## src/rtl/tx_mac_pkg.sv

```systemverilog
// Shared MII/Ethernet definitions for the TX MAC and the future RX FCS checker.
package tx_mac_pkg;

  localparam logic [3:0]  PREAMBLE_NIB    = 4'h5;
  localparam logic [3:0]  SFD_NIB         = 4'hD;
  localparam logic [31:0] CRC32_POLY_REFL = 32'hEDB88320;
  localparam logic [31:0] CRC32_INIT      = 32'hFFFFFFFF;

  typedef enum logic [2:0] {
    ST_IDLE,
    ST_PRE,
    ST_SFD,
    ST_BODY,
    ST_PAD,
    ST_FCS,
    ST_IFG
  } tx_state_t;

endpackage

```

## src/rtl/crc32_nibble.sv

```systemverilog
// Reflected CRC-32 update for one nibble, LSB first; purely combinational.
module crc32_nibble
  import tx_mac_pkg::*;
(
  input  logic [31:0] crc,
  input  logic [3:0]  nibble,
  output logic [31:0] next_crc
);

  always_comb begin
    next_crc = crc;
    for (int unsigned i = 0; i < 4; i++) begin
      if (next_crc[0] ^ nibble[i]) next_crc = (next_crc >> 1) ^ CRC32_POLY_REFL;
      else                         next_crc = next_crc >> 1;
    end
  end

endmodule

```

## src/rtl/tx_mac.sv

```systemverilog
// 100M MII Ethernet TX MAC: preamble/SFD, zero pad, CRC-32 FCS and inter-frame gap.
module tx_mac
  import tx_mac_pkg::*;
#(
  parameter int unsigned PREAMBLE_NIBBLES = 15,
  parameter int unsigned MIN_BODY_NIBBLES = 120,
  parameter int unsigned IFG_NIBBLES      = 24
) (
  input  logic       clk_tx,
  input  logic       rst_n,
  input  logic       tx_vld,
  input  logic [3:0] tx_dat,
  input  logic       tx_eof,
  output logic       tx_rdy,
  output logic       tx_underrun,
  output logic       mii_tx_en,
  output logic [3:0] mii_txd
);

  // The IDLE edge already loads the first preamble nibble, so PRE runs one short.
  localparam logic [4:0] PRE_LAST = 5'(PREAMBLE_NIBBLES - 2);
  localparam logic [4:0] IFG_LAST = 5'(IFG_NIBBLES - 1);
  localparam logic [6:0] MIN_BODY = 7'(MIN_BODY_NIBBLES);

  tx_state_t   state;
  logic [31:0] crc;
  logic [31:0] next_crc;
  logic [31:0] fcs_word;
  logic [3:0]  crc_nib;
  logic [3:0]  fcs_nib;
  logic [4:0]  cnt;
  logic [6:0]  body_cnt;
  logic [6:0]  body_inc;
  logic [2:0]  fcs_idx;

  assign crc_nib  = (state == ST_PAD) ? '0 : tx_dat;
  assign body_inc = body_cnt + 7'd1;
  assign fcs_word = ~crc;
  assign fcs_nib  = fcs_word[{fcs_idx, 2'b00} +: 4];

  crc32_nibble u_crc (
    .crc      (crc),
    .nibble   (crc_nib),
    .next_crc (next_crc)
  );

  always_ff @(posedge clk_tx or negedge rst_n) begin
    if (!rst_n) begin
      state       <= ST_IDLE;
      crc         <= CRC32_INIT;
      cnt         <= '0;
      body_cnt    <= '0;
      fcs_idx     <= '0;
      tx_rdy      <= 1'b0;
      tx_underrun <= 1'b0;
      mii_tx_en   <= 1'b0;
      mii_txd     <= '0;
    end else begin
      tx_underrun <= 1'b0;
      case (state)
        ST_IDLE: begin
          if (tx_vld) begin
            state     <= ST_PRE;
            mii_tx_en <= 1'b1;
            mii_txd   <= PREAMBLE_NIB;
            cnt       <= '0;
          end
        end
        ST_PRE: begin
          mii_txd <= PREAMBLE_NIB;
          cnt     <= cnt + 5'd1;
          if (cnt == PRE_LAST) state <= ST_SFD;
        end
        ST_SFD: begin
          mii_txd  <= SFD_NIB;
          crc      <= CRC32_INIT;
          body_cnt <= '0;
          tx_rdy   <= 1'b1;
          state    <= ST_BODY;
        end
        ST_BODY: begin
          if (tx_vld) begin
            mii_txd <= tx_dat;
            crc     <= next_crc;
            if (body_cnt != MIN_BODY) body_cnt <= body_inc;
            if (tx_eof) begin
              tx_rdy  <= 1'b0;
              fcs_idx <= '0;
              state   <= (body_inc < MIN_BODY) ? ST_PAD : ST_FCS;
            end
          end else begin
            // Underrun: this edge must already drive FCS nibble 0; storing ~crc makes
            // every FCS nibble the complement of the correct one.
            tx_underrun <= 1'b1;
            tx_rdy      <= 1'b0;
            crc         <= ~crc;
            mii_txd     <= crc[3:0];
            fcs_idx     <= 3'd1;
            state       <= ST_FCS;
          end
        end
        ST_PAD: begin
          mii_txd  <= '0;
          crc      <= next_crc;
          body_cnt <= body_inc;
          if (body_inc == MIN_BODY) begin
            fcs_idx <= '0;
            state   <= ST_FCS;
          end
        end
        ST_FCS: begin
          mii_txd <= fcs_nib;
          fcs_idx <= fcs_idx + 3'd1;
          if (fcs_idx == 3'd7) begin
            cnt   <= '0;
            state <= ST_IFG;
          end
        end
        ST_IFG: begin
          mii_tx_en <= 1'b0;
          mii_txd   <= '0;
          cnt       <= cnt + 5'd1;
          if (cnt == IFG_LAST) state <= ST_IDLE;
        end
        default: state <= ST_IDLE;
      endcase
    end
  end

endmodule
```

## config.mk

```make
export PLATFORM = sky130hd
export DESIGN_NAME = tx_mac
export DESIGN_NICKNAME = d
export VERILOG_FILES = /design/src/rtl/tx_mac_pkg.sv /design/src/rtl/crc32_nibble.sv /design/src/rtl/tx_mac.sv
export SDC_FILE = /design/constraint.sdc
export NUM_CORES = 1
export LEC_CHECK = 0
export BUFFER_PORTS_ARGS = -buffer_cell sky130_fd_sc_hd__buf_2
export CORE_MARGIN = 2
export CORE_UTILIZATION = 40
export DETAILED_ROUTE_END_ITERATION = 10
export MAX_ROUTING_LAYER = met4
export PLACE_DENSITY = 0.7
export SETUP_SLACK_MARGIN = 0.15
export SYNTH_ARGS = -nofsm -noshare
export SYNTH_HDL_FRONTEND = slang
export SYNTH_SLANG_ARGS = --single-unit
```

## constraint.sdc

```tcl
create_clock -name clk_tx -period 2.2 [get_ports clk_tx]
set_clock_uncertainty 0.1 [all_clocks]
set_input_delay 0.44 -clock clk_tx [delete_from_list [all_inputs] [get_ports clk_tx]]
set_output_delay 0.44 -clock clk_tx [all_outputs]
set_load 0.02 [all_outputs]
```

After elaboration in Yosys (flattened, before gate mapping)
Index checks and enable logic that the tools add are counted.
{"block": "word_totals", "wordCells": 94, "out_inout_bits": 7, "register_bits": 57, "inputBits": 8}
{"block": "classes", "addsub": 3, "shifts": 1, "muxes": 36, "bitwise": 9, "n_eq_ne": 19, "reduce_logical": 16, "n_lt_le_gt_ge": 1}
{"cell": "$mux W32", "count": 5}
{"cell": "$pmux W32 S3", "count": 1}
{"cell": "$not A13 Y14", "count": 4}
{"cell": "$not A32 Y32", "count": 1}
{"cell": "$shiftx A32 B6 Y4", "count": 1}
{"cell": "$mux W3", "count": 10}
{"cell": "$pmux W4 S6", "count": 1}
{"cell": "$pmux W3 S7", "count": 1}
{"cell": "$pmux W7 S3", "count": 1}
{"cell": "$pmux W5 S3", "count": 1}
{"cell": "$mux W7", "count": 2}
{"cell": "$eq A3 B3 Y1 const B", "count": 4}
{"cell": "$mux W4", "count": 3}
{"cell": "$ne A2 B2 Y1 const B", "count": 6}
{"cell": "$mux W5", "count": 2}
{"cell": "$pmux W3 S3", "count": 1}
{"cell": "$reduce_and A3 Y1", "count": 3}
{"cell": "$reduce_bool A3 Y1", "count": 3}
{"cell": "$add A7 B1 Y7 const B", "count": 1}
{"cell": "$eq A7 B7 Y1 const B", "count": 1}
{"cell": "$lt A7 B7 Y1 const B", "count": 1}
{"cell": "$ne A7 B7 Y1 const B", "count": 1}
{"cell": "$eq A3 B2 Y1 const B", "count": 2}
{"cell": "$mux W1", "count": 6}
{"cell": "15 further kinds", "count": 23}

Depth between registers and ports, before layout
Gate-level depths: netlist of run 1.
{"block": "depth", "depth_word": 12, "depth_mapped": 9}

Modules after synthesis
Synthesis of run 1 repeated with hierarchy kept, for this count alone.
{"block": "hier_totals", "hier_cells": 487, "hier_area_um2": 4707.0}
{"mod": "tx_mac", "cells_each": 437, "area_per_inst_um2": 3880.0, "seq_area_each_um2": 1466.4, "n_inst": 1}
{"mod": "crc32_nibble", "cells_each": 50, "area_per_inst_um2": 827.0, "seq_area_each_um2": 0.0, "n_inst": 1}

Worst setup path after synthesis of run 1
No wires, ideal clock.
{"block": "synth_path", "kind": "flip-flop to flip-flop", "from": "register crc[1]", "to": "register crc[21]", "period_less_slack_ns": 2.289, "path_slack_ns": -0.089, "path_stages_with_launch": 8, "arrival_ns": 2.090, "setup_ns": 0.098, "path_buffers": 2, "cell_sequence": "dfstp_2 -> clkbuf_1 -> nand2b_1 -> o221a_2 -> clkbuf_1 -> xnor3_2 -> xnor2_1 -> a221oi_1"}
{"block": "synth_between", "elab_chain_cells": 8}
{"element": "from (decl)", "line": "tx_mac.sv:26", "source": "logic [31:0] crc;"}
{"element": "from (signal assigned)", "line": "tx_mac.sv:84", "source": "crc <= next_crc;"}
{"element": "from (signal assigned)", "line": "tx_mac.sv:96", "source": "crc <= ~crc;"}
{"element": "from (signal assigned)", "line": "tx_mac.sv:104", "source": "crc <= next_crc;"}
{"element": "$mux W32 *", "line": "crc32_nibble.sv:13", "source": "if (next_crc[0] ^ nibble[i]) next_crc = (next_crc >> 1) ^ CRC32_POLY_REFL;"}
{"element": "$xor A1 B1 Y1 *", "line": "crc32_nibble.sv:13"}
{"element": "$mux W32 * (2 in series)", "line": "crc32_nibble.sv:13"}
{"element": "$not A13 Y14 (no source line)"}
{"element": "$mux W32 *", "line": "crc32_nibble.sv:13"}
{"element": "$mux W32", "line": "tx_mac.sv:82", "source": "if (tx_vld) begin"}
{"element": "$pmux W32 S3 *", "line": "tx_mac.sv:60", "source": "case (state)"}
Mark *: on every way between the ends. The rest lies on a longest branch, timed or not.
A chain may end at the register's enable or synchronous reset.

Worst setup path after layout of run 1
{"block": "layout_path", "from": "register state[1]", "to": "register crc[20]"}
{"block": "layout_between", "elab_chain_cells": 11, "word_cells_on_any_way": 16}
{"element": "from (decl)", "line": "tx_mac.sv:25", "source": "tx_state_t state;"}
{"element": "from (signal assigned)", "line": "tx_mac.sv:89", "source": "state <= (body_inc < MIN_BODY) ? ST_PAD : ST_FCS;"}
{"element": "$eq A3 B3 Y1", "line": "tx_mac.sv:36, tx_mac.sv:60"}
{"element": "$mux W4", "line": "tx_mac.sv:36", "source": "assign crc_nib = (state == ST_PAD) ? '0 : tx_dat;"}
{"element": "$xor A1 B1 Y1", "line": "crc32_nibble.sv:13"}
{"element": "$mux W32 (2 in series)", "line": "crc32_nibble.sv:13"}
{"element": "$not A13 Y14 (no source line)"}
{"element": "$mux W32", "line": "crc32_nibble.sv:13"}
{"element": "$not A13 Y14 (no source line)"}
{"element": "$mux W32", "line": "crc32_nibble.sv:13"}
{"element": "$mux W32", "line": "tx_mac.sv:82"}
{"element": "$pmux W32 S3", "line": "tx_mac.sv:60"}
Parallel ways exist; a longest one is shown, timed or not.

==> results of run 1 <==
## stage by stage
step	power [mW]	hold WS, ns	TNS, ns
after floorplan	6.62	0.0444	-0.0517
after global placement	8.14	0.372	0
after detailed placement	8.34	0.368	-0.0551
after CTS	9.94	0.377	0
after global routing	11.9	0.397	-0.551
final	11.3	0.380	-0.0752
## worst max-delay path, cell delays in order, from the launching register on
cell	delay, ns
dfrtp_2	0.45
buf_6	0.13
or3b_4	0.41
nand2_4	0.10
xor2_4	0.23
xnor3_1	0.35
mux2_4	0.27
a21oi_2	0.13
## power groups by stage
stage	logic, mW	registers [mW]	clock network, mW
2_1_floorplan	4.44	2.19	0
3_3_place_gp	5.79	2.35	0
3_5_place_dp	5.96	2.37	0
4_1_cts	6.51	2.38	1.05
5_1_grt	8.27	2.56	1.09
6_report	7.77	2.48	1.03
## Yosys cell counts (11+ instances only)
library cell | instances | share of area
nand2b_1 | 11 | 0.016
o22ai_1 | 13 | 0.019
a21oi_1 | 43 | 0.049
xor2_1 | 11 | 0.022
dfstp_2 | 32 | 0.19
nand2_1 | 50 | 0.043
o21ai_0 | 51 | 0.058
clkbuf_1 | 31 | 0.027
nor2_1 | 71 | 0.061
a211oi_1 | 12 | 0.021
dfrtp_1 | 25 | 0.14
xnor2_1 | 26 | 0.052
## flip-flops by register name, indices dropped and copies added, names as in the netlist
signal and cells:
state 3, mii_txd 4, tx_rdy 1, cnt 5, tx_underrun 1, body_cnt 7, crc 32, fcs_idx 3
mii_tx_en 1
## final cells by class
class | count | area, sq um | area share
tap | 140 | 175 | 0.0305
clock inverter | 3 | 40.0 | 0.00697
multi-input combinational | 402 | 3120 | 0.543
timing repair buffer | 87 | 732 | 0.127
inverter | 11 | 45.0 | 0.00784
sequential | 57 | 1470 | 0.256
clock buffer | 13 | 159 | 0.0277
## path summary, 6_finish.rpt
kind	end	depth (start not counted)	startpoint	slack, ns
worst min-delay path	crc[31]$_DFFE_PN1P_	3	tx_dat[3]	0.38
worst min register to register	mii_txd[2]$_DFFE_PN0P_	2	mii_txd[2]$_DFFE_PN0P_	0.39
worst max-delay path	crc[20]$_DFFE_PN1P_	7	state[1]$_DFFE_PN0P_	-0.04
min in group asynchronous	tx_underrun$_DFF_PN0_	2	rst_n	0.53
worst max register to register	crc[20]$_DFFE_PN1P_	7	state[1]$_DFFE_PN0P_	-0.04
max in group asynchronous	crc[10]$_DFFE_PN1P_	3	rst_n	0.82
## cell families after synthesis
family / after synthesis / synth area share
muxes: 15 / 0.0594
DFF: 57 / 0.335
buffers and inverters: 53 / 0.0531
xor gates and xnor gates: 46 / 0.120
and+or+nand+nor: 164 / 0.167
AOI/OAI and AO/OA: 171 / 0.249
adders and majority gates: 6 / 0.0171
## layout by cell type (no fill, tap or decap), types with 6 or more instances in the layout
cell type,Yosys,layout
dfrtp_1,25,21
dfstp_2,32,32
o21ai_0,51,50
nand3_1,8,8
buf_2,2,14
a21oi_2,2,9
xnor2_4,1,6
buf_4,0,54
xnor2_2,1,11
clkbuf_8,0,11
nor2_1,71,66
inv_1,9,9
a211oi_1,12,6
a21oi_1,43,36
a211oi_2,0,6
xor2_1,11,7
o22ai_1,13,12
xnor2_1,26,11
buf_6,4,13
o32ai_1,10,7
nand2_1,50,47
nand2b_1,11,10
mux4_2,8,8
## layer usage
layer  vias to the layer above  track usage
met5                         -            -
met4                         0       0.0861
met3                        56       0.0472
met2                       264        0.375
met1                      2162        0.315
li1                       1957            -
## timing repair
| action | CTS | global route |
|---|---|---|
| resized for setup | 28 | 65 |
| hold endpoints to repair | 1 | 0 |
| pin swaps | 11 | 26 |
| gates cloned | 0 | 1 |
| hold buffers | 1 | 0 |
| setup buffers | 10 | 12 |
| endpoints found under the setup margin | 27 | 47 |
==> summary.txt, run 1 <==
Synth
  • Yosys reg bits: 57
  • Register area share after synthesis: 0.335
  • Post-synth EDFFs: 0
  • Syn avg cell area: 8.56 sq um
  • Synthesized area: 4380 sq um
  • Cells after synthesis: 512
  • Prevailing post-synth register cell: dfstp_2
  • Asr flop ratio synth: 1.00
  • Syn. warnings: 0
  • Syn_nets: 526
  • Post-synth cell types: 62

Die
  • Core box area: 10700 sq um
  • Number of I/O pins: 15
  • Die area: 11800 sq um
  • Die W: 109 um
  • Die Span Y: 109 um
  • Rows: 38
  • Initial Utilization: 0.408

Detailed routing
  • Final wirelength: 14200 um
  • Drt via density: 6.23
  • DRT antenna net count: 0
  • Routed met1 length: 5580 um
  • Met3 WL: 1230 um
  • DR top layer: met4
  • DRT iter0 DRCs: 424
  • Routed WL per cell: 19.9 um
  • Detailed-route via count: 4439
  • DRC: 0
  • Met2 wire length: 6940 um
  • Pre-antenna DRT Iters: 5

Global route
  • Global-route wire length before repair: 21400 um
  • Vias in the first global route: 4029
  • Grt ovf: 0
  • Antenna violations before repair: 0
  • GR Util All Layers: 0.241
  • Largest net degree at the start of global routing: 36

STA
  • Final Hold Viols: 0
  • Final setup violation count: 4
  • Worst Tran Pin Value: 0.564 ns
  • RSZ-0062 raised after global routing: yes
  • Post-layout min period: 2.24 ns
  • Worst setup margin: -0.0384 ns
  • Max-slew headroom: 0.624
  • Max Slew Vio Count: 0
  • Crit share post-route: 1.02
  • Maximum clock rate: 447 MHz

Layout
  • FILL cells: 958
  • Cell area after layout: 5740 sq um
  • # diodes: 0
  • Final Core Density: 0.534
  • Area growth from synthesis to layout: 31.1%
  • Non-Filler Instances: 713
  • Layout cells sized above 1: 0.382
  • # nets final: 582

Outcome
  • Failing checks: setup timing
  • Run status: finished, violations left

Power and ir drop
  • VDD IR-drop max: 0.687 mV
  • Pleak: 2.30 nW
  • Comb power frac: 0.688
  • Internal Power: 6.17 mW
  • Net Switching: 5.11 mW
  • Sequential fraction of design power: 0.220
  • Clk pwr share: 0.092
  • Power per cell area: 1960 nW/um^2
  • Net Sw Frac: 0.453

Clocking
  • Root Driver: clkbuf_8
  • Clock buffer depth: 2
  • CTS tree: yes
  • Sink Count: 57
  • CTS Buf Count: 9
  • Clock-pin transition on the worst setup and hold timing paths: 0.07 ns
  • Htree depth: 3
  • Worst-Skew Late Latency: 0.35 ns

Setup path
  • CP Data Required Time: 2.37 ns
  • CP endpoint kind: register
  • Critical Path Source Type: register
  • Crit Path Class: reg2reg
  • Crit path DAT: 2.41 ns
  • Max FO, Critical Path: 4

Placed design
  • Placed cells: 673
  • Post-Place Worst Slack: -0.0373 ns
  • DP Area: 4840 sq um
  • DP HPWL: 9120 um
  • IO buf count: 14
  • Final Wtd Congestion: 0.975

Flow run
  • Max-Cap Viols: 0

Worst hold path
  • Hold Crit Class: in2reg
Power figures use the tool's default switching activity.
==> inputs of run 2 (changes only) <==
--- a/config.mk
+++ b/config.mk
@@ -9,7 +9,6 @@
 export CORE_MARGIN = 2
 export CORE_UTILIZATION = 40
 export DETAILED_ROUTE_END_ITERATION = 10
-export MAX_ROUTING_LAYER = met4
 export PLACE_DENSITY = 0.7
 export SETUP_SLACK_MARGIN = 0.15
 export SYNTH_ARGS = -nofsm -noshare
==> summary.txt, run 2 (same netlist as run 1, synthesis figures left out) <==
Outcome
  • Run status: finished, violations left (unchanged)
  • Failing checks: setup timing (unchanged)

Power and ir drop
  • VDD IR-drop max: 0.736 mV (was 0.687 mV)
  • Power Total: 10.8 mW (was 11.3 mW)
  • Pleak: 2.20 nW (was 2.30 nW)
  • Power per cell area: 1960 nW/um^2 (about the same)

Setup path
  • Worst flop-to-flop path startpoint: state[0]$_DFFE_PN0P_ (was state[1]$_DFFE_PN0P_)
  • Max FO, Critical Path: 5 (was 4)
  • Sum of buffers and inverters on the critical path: 2 (was 1)
  • Reg2Reg Depth: 8 (was 7)
  • Crit path DAT: 2.45 ns (was 2.41 ns)
  • Crit Path Class: reg2reg (unchanged)
  • CP max stage cell: dfrtp_2 (unchanged)
  • Cell Chain, Critical Path: or2_1, buf_4, o221a_4, xnor2_4, buf_4, xnor3_1, mux2_4, a21oi_2 (was buf_6, or3b_4, nand2_4, xor2_4, xnor3_1, mux2_4, a21oi_2)
  • Critical Path Source Type: register (unchanged)
  • CP max stage delay: 0.44 ns (was 0.45 ns)
  • Crit-path most repeated cell: buf_4
  • CP delay by family, top: flip-flops (was XOR/XNOR gates)
  • CP endpoint kind: register (unchanged)
  • Flop2flop setup slack: -0.06 ns (was -0.04 ns)
  • Reg2reg end: crc[20]$_DFFE_PN1P_ (unchanged)
  • CP Data Required Time: 2.39 ns (was 2.37 ns)

Detailed routing
  • Routed WL per cell: 19.8 um (was 19.9 um)
  • DRT antenna net count: 0 (unchanged)
  • Final wirelength: 13900 um (was 14200 um)
  • Drt via density: 6.14 (was 6.23)
  • Pre-antenna DRT Iters: 5 (unchanged)
  • DRC: 0 (unchanged)
  • DRT iter0 DRCs: 325 (was 424)
  • Detailed-route via count: 4314 (was 4439)

Layout
  • Cell area after layout: 5500 sq um (was 5740 sq um)
  • # nets final: 572 (was 582)
  • Area growth from synthesis to layout: 25.5% (was 31.1%)
  • # diodes: 0 (unchanged)
  • Most frequent cells in the layout: nor2_1 (68), buf_4 (51), nand2_1 (49) (was nor2_1 (66), buf_4 (54), o21ai_0 (50))
  • Layout cells sized above 1: 0.330 (was 0.382)
  • Max FFs per register: 32 (unchanged)
  • Largest reg by FF count: crc (unchanged)
  • Biggest regs: crc x32, body_cnt x7, cnt x5 (unchanged)
  • Most common cell after layout, fill and taps aside: nor2_1 (unchanged)

STA
  • TNS Setup: -0.139 ns (was -0.0752 ns)
  • Worst Tran Pin Value: 0.528 ns (was 0.564 ns)
  • Worst setup margin: -0.0641 ns (was -0.0384 ns)
  • Post-layout min period: 2.26 ns (was 2.24 ns)
  • Crit share post-route: 1.03 (was 1.02)
  • Max-slew headroom: 0.648 (was 0.624)
  • Final Hold Viols: 0 (unchanged)
  • Final setup violation count: 7 (was 4)
  • Hold_ws: 0.366 ns (was 0.380 ns)
  • Maximum clock rate: 442 MHz (was 447 MHz)
  • Max Slew Vio Count: 0 (unchanged)
  • RSZ-0062 raised after global routing: yes (unchanged)

Global route
  • Vias in the first global route: 4251 (was 4029)
  • Global-route wire length before repair: 22200 um (was 21400 um)
  • GR Util All Layers: 0.245 (was 0.241)
  • Antenna violations before repair: 0 (unchanged)
  • Largest net degree at the start of global routing: 37 (was 36)
  • Grt ovf: 0 (unchanged)

Worst hold path
  • Hold path depth: 3 (unchanged)
  • Critical hold path startpoint: tx_dat[3] (unchanged)
  • Hold EP: crc[31]$_DFFE_PN1P_ (unchanged)
  • Hold Crit Class: in2reg (unchanged)

Placed design
  • IO buf count: 14 (unchanged)
  • DP Area: 4860 sq um (was 4840 sq um)
  • DP HPWL: 9240 um (was 9120 um)
  • Final Wtd Congestion: 0.920 (was 0.975)

Clocking
  • Sink Count: 57 (unchanged)
  • Htree depth: 3 (unchanged)
  • Worst-Skew Late Latency: 0.35 ns (about the same)
  • Clock buffer depth: 2 (unchanged)
  • CTS Buf Count: 9 (unchanged)
  • Clock-pin transition on the worst setup and hold timing paths: 0.08 ns (was 0.07 ns)
  • CTS tree: yes (unchanged)
  • Root Driver: clkbuf_8 (unchanged)

Die
  • Rows: 38 (unchanged)
  • Die Span Y: 109 um (unchanged)
  • Number of I/O pins: 15 (unchanged)
  • Core box area: 10700 sq um (unchanged)
  • Die area: 11800 sq um (unchanged)
  • Die W: 109 um (unchanged)
  • Initial Utilization: 0.408 (unchanged)

Flow run
  • Max-Cap Viols: 0 (unchanged)
## run 2: final cells by class
class / count / area, sq um
multi-input combinational: 402 / 2950
tap: 140 / 175
timing repair buffer: 77 / 613
inverter: 11 / 45.0
fill: 967 / 5250
clock inverter: 5 / 103
clock buffer: 11 / 141
sequential: 57 / 1470
## run 2: worst max path at each step
stage,to,slack [ns],cells past startpoint,startpoint
6_report,crc[20]$_DFFE_PN1P_,-0.06,8,state[0]$_DFFE_PN0P_
5_1_grt,crc[20]$_DFFE_PN1P_,-0.12,8,state[1]$_DFFE_PN0P_
4_1_cts,crc[26]$_DFFE_PN1P_,0.01,7,state[1]$_DFFE_PN0P_
3_5_place_dp,crc[26]$_DFFE_PN1P_,-0.04,7,state[1]$_DFFE_PN0P_
3_3_place_gp,crc[26]$_DFFE_PN1P_,0.04,7,state[1]$_DFFE_PN0P_
2_1_floorplan,crc[26]$_DFFE_PN1P_,-0.02,9,state[1]$_DFFE_PN0P_
## run 2: power by group
group	total, mW	internal [mW]	switching [mW]
clock network	1.26	0.782	0.481
registers	2.48	1.75	0.735
logic	7.03	3.42	3.61
total	10.8	5.95	4.82
## run 2: per-layer routing
metal / part of all wire / wire length [um] / up-vias / GRT usage
met5: 0 / 0 / - / 0
met4: 0.031 / 438 / 0 / 0.121
met3: 0.070 / 977 / 44 / 0.0389
met2: 0.49 / 6820 / 232 / 0.392
met1: 0.41 / 5700 / 2087 / 0.322
li1: - / - / 1951 / -
## run 2: worst register-to-register path, stage by stage (launching register included)
cell and delay, ns:
dfrtp_2 0.44, or2_1 0.28, buf_4 0.16, o221a_4 0.30, xnor2_4 0.21, buf_4 0.14
xnor3_1 0.19, mux2_4 0.27, a21oi_2 0.11
## run 2: timing repair
item                                    in CTS  in global routing
endpoints found under the setup margin      28                 47
hold endpoints to repair                     1                  0
pin swaps                                   12                 14
setup buffers                                9                  3
hold buffers                                 1                  0
gates resized for setup                     23                 35
## run 2: stage by stage
stage / setup slack [ns] / utilization / cells
2_1_floorplan: -0.0176 / - / 512
3_3_place_gp: 0.0350 / 0.452 / 674
3_5_place_dp: -0.0417 / 0.452 / 674
4_1_cts: 0.0119 / 0.495 / 700
5_1_grt: -0.124 / 0.512 / 703
6_report: -0.0641 / 0.512 / 703
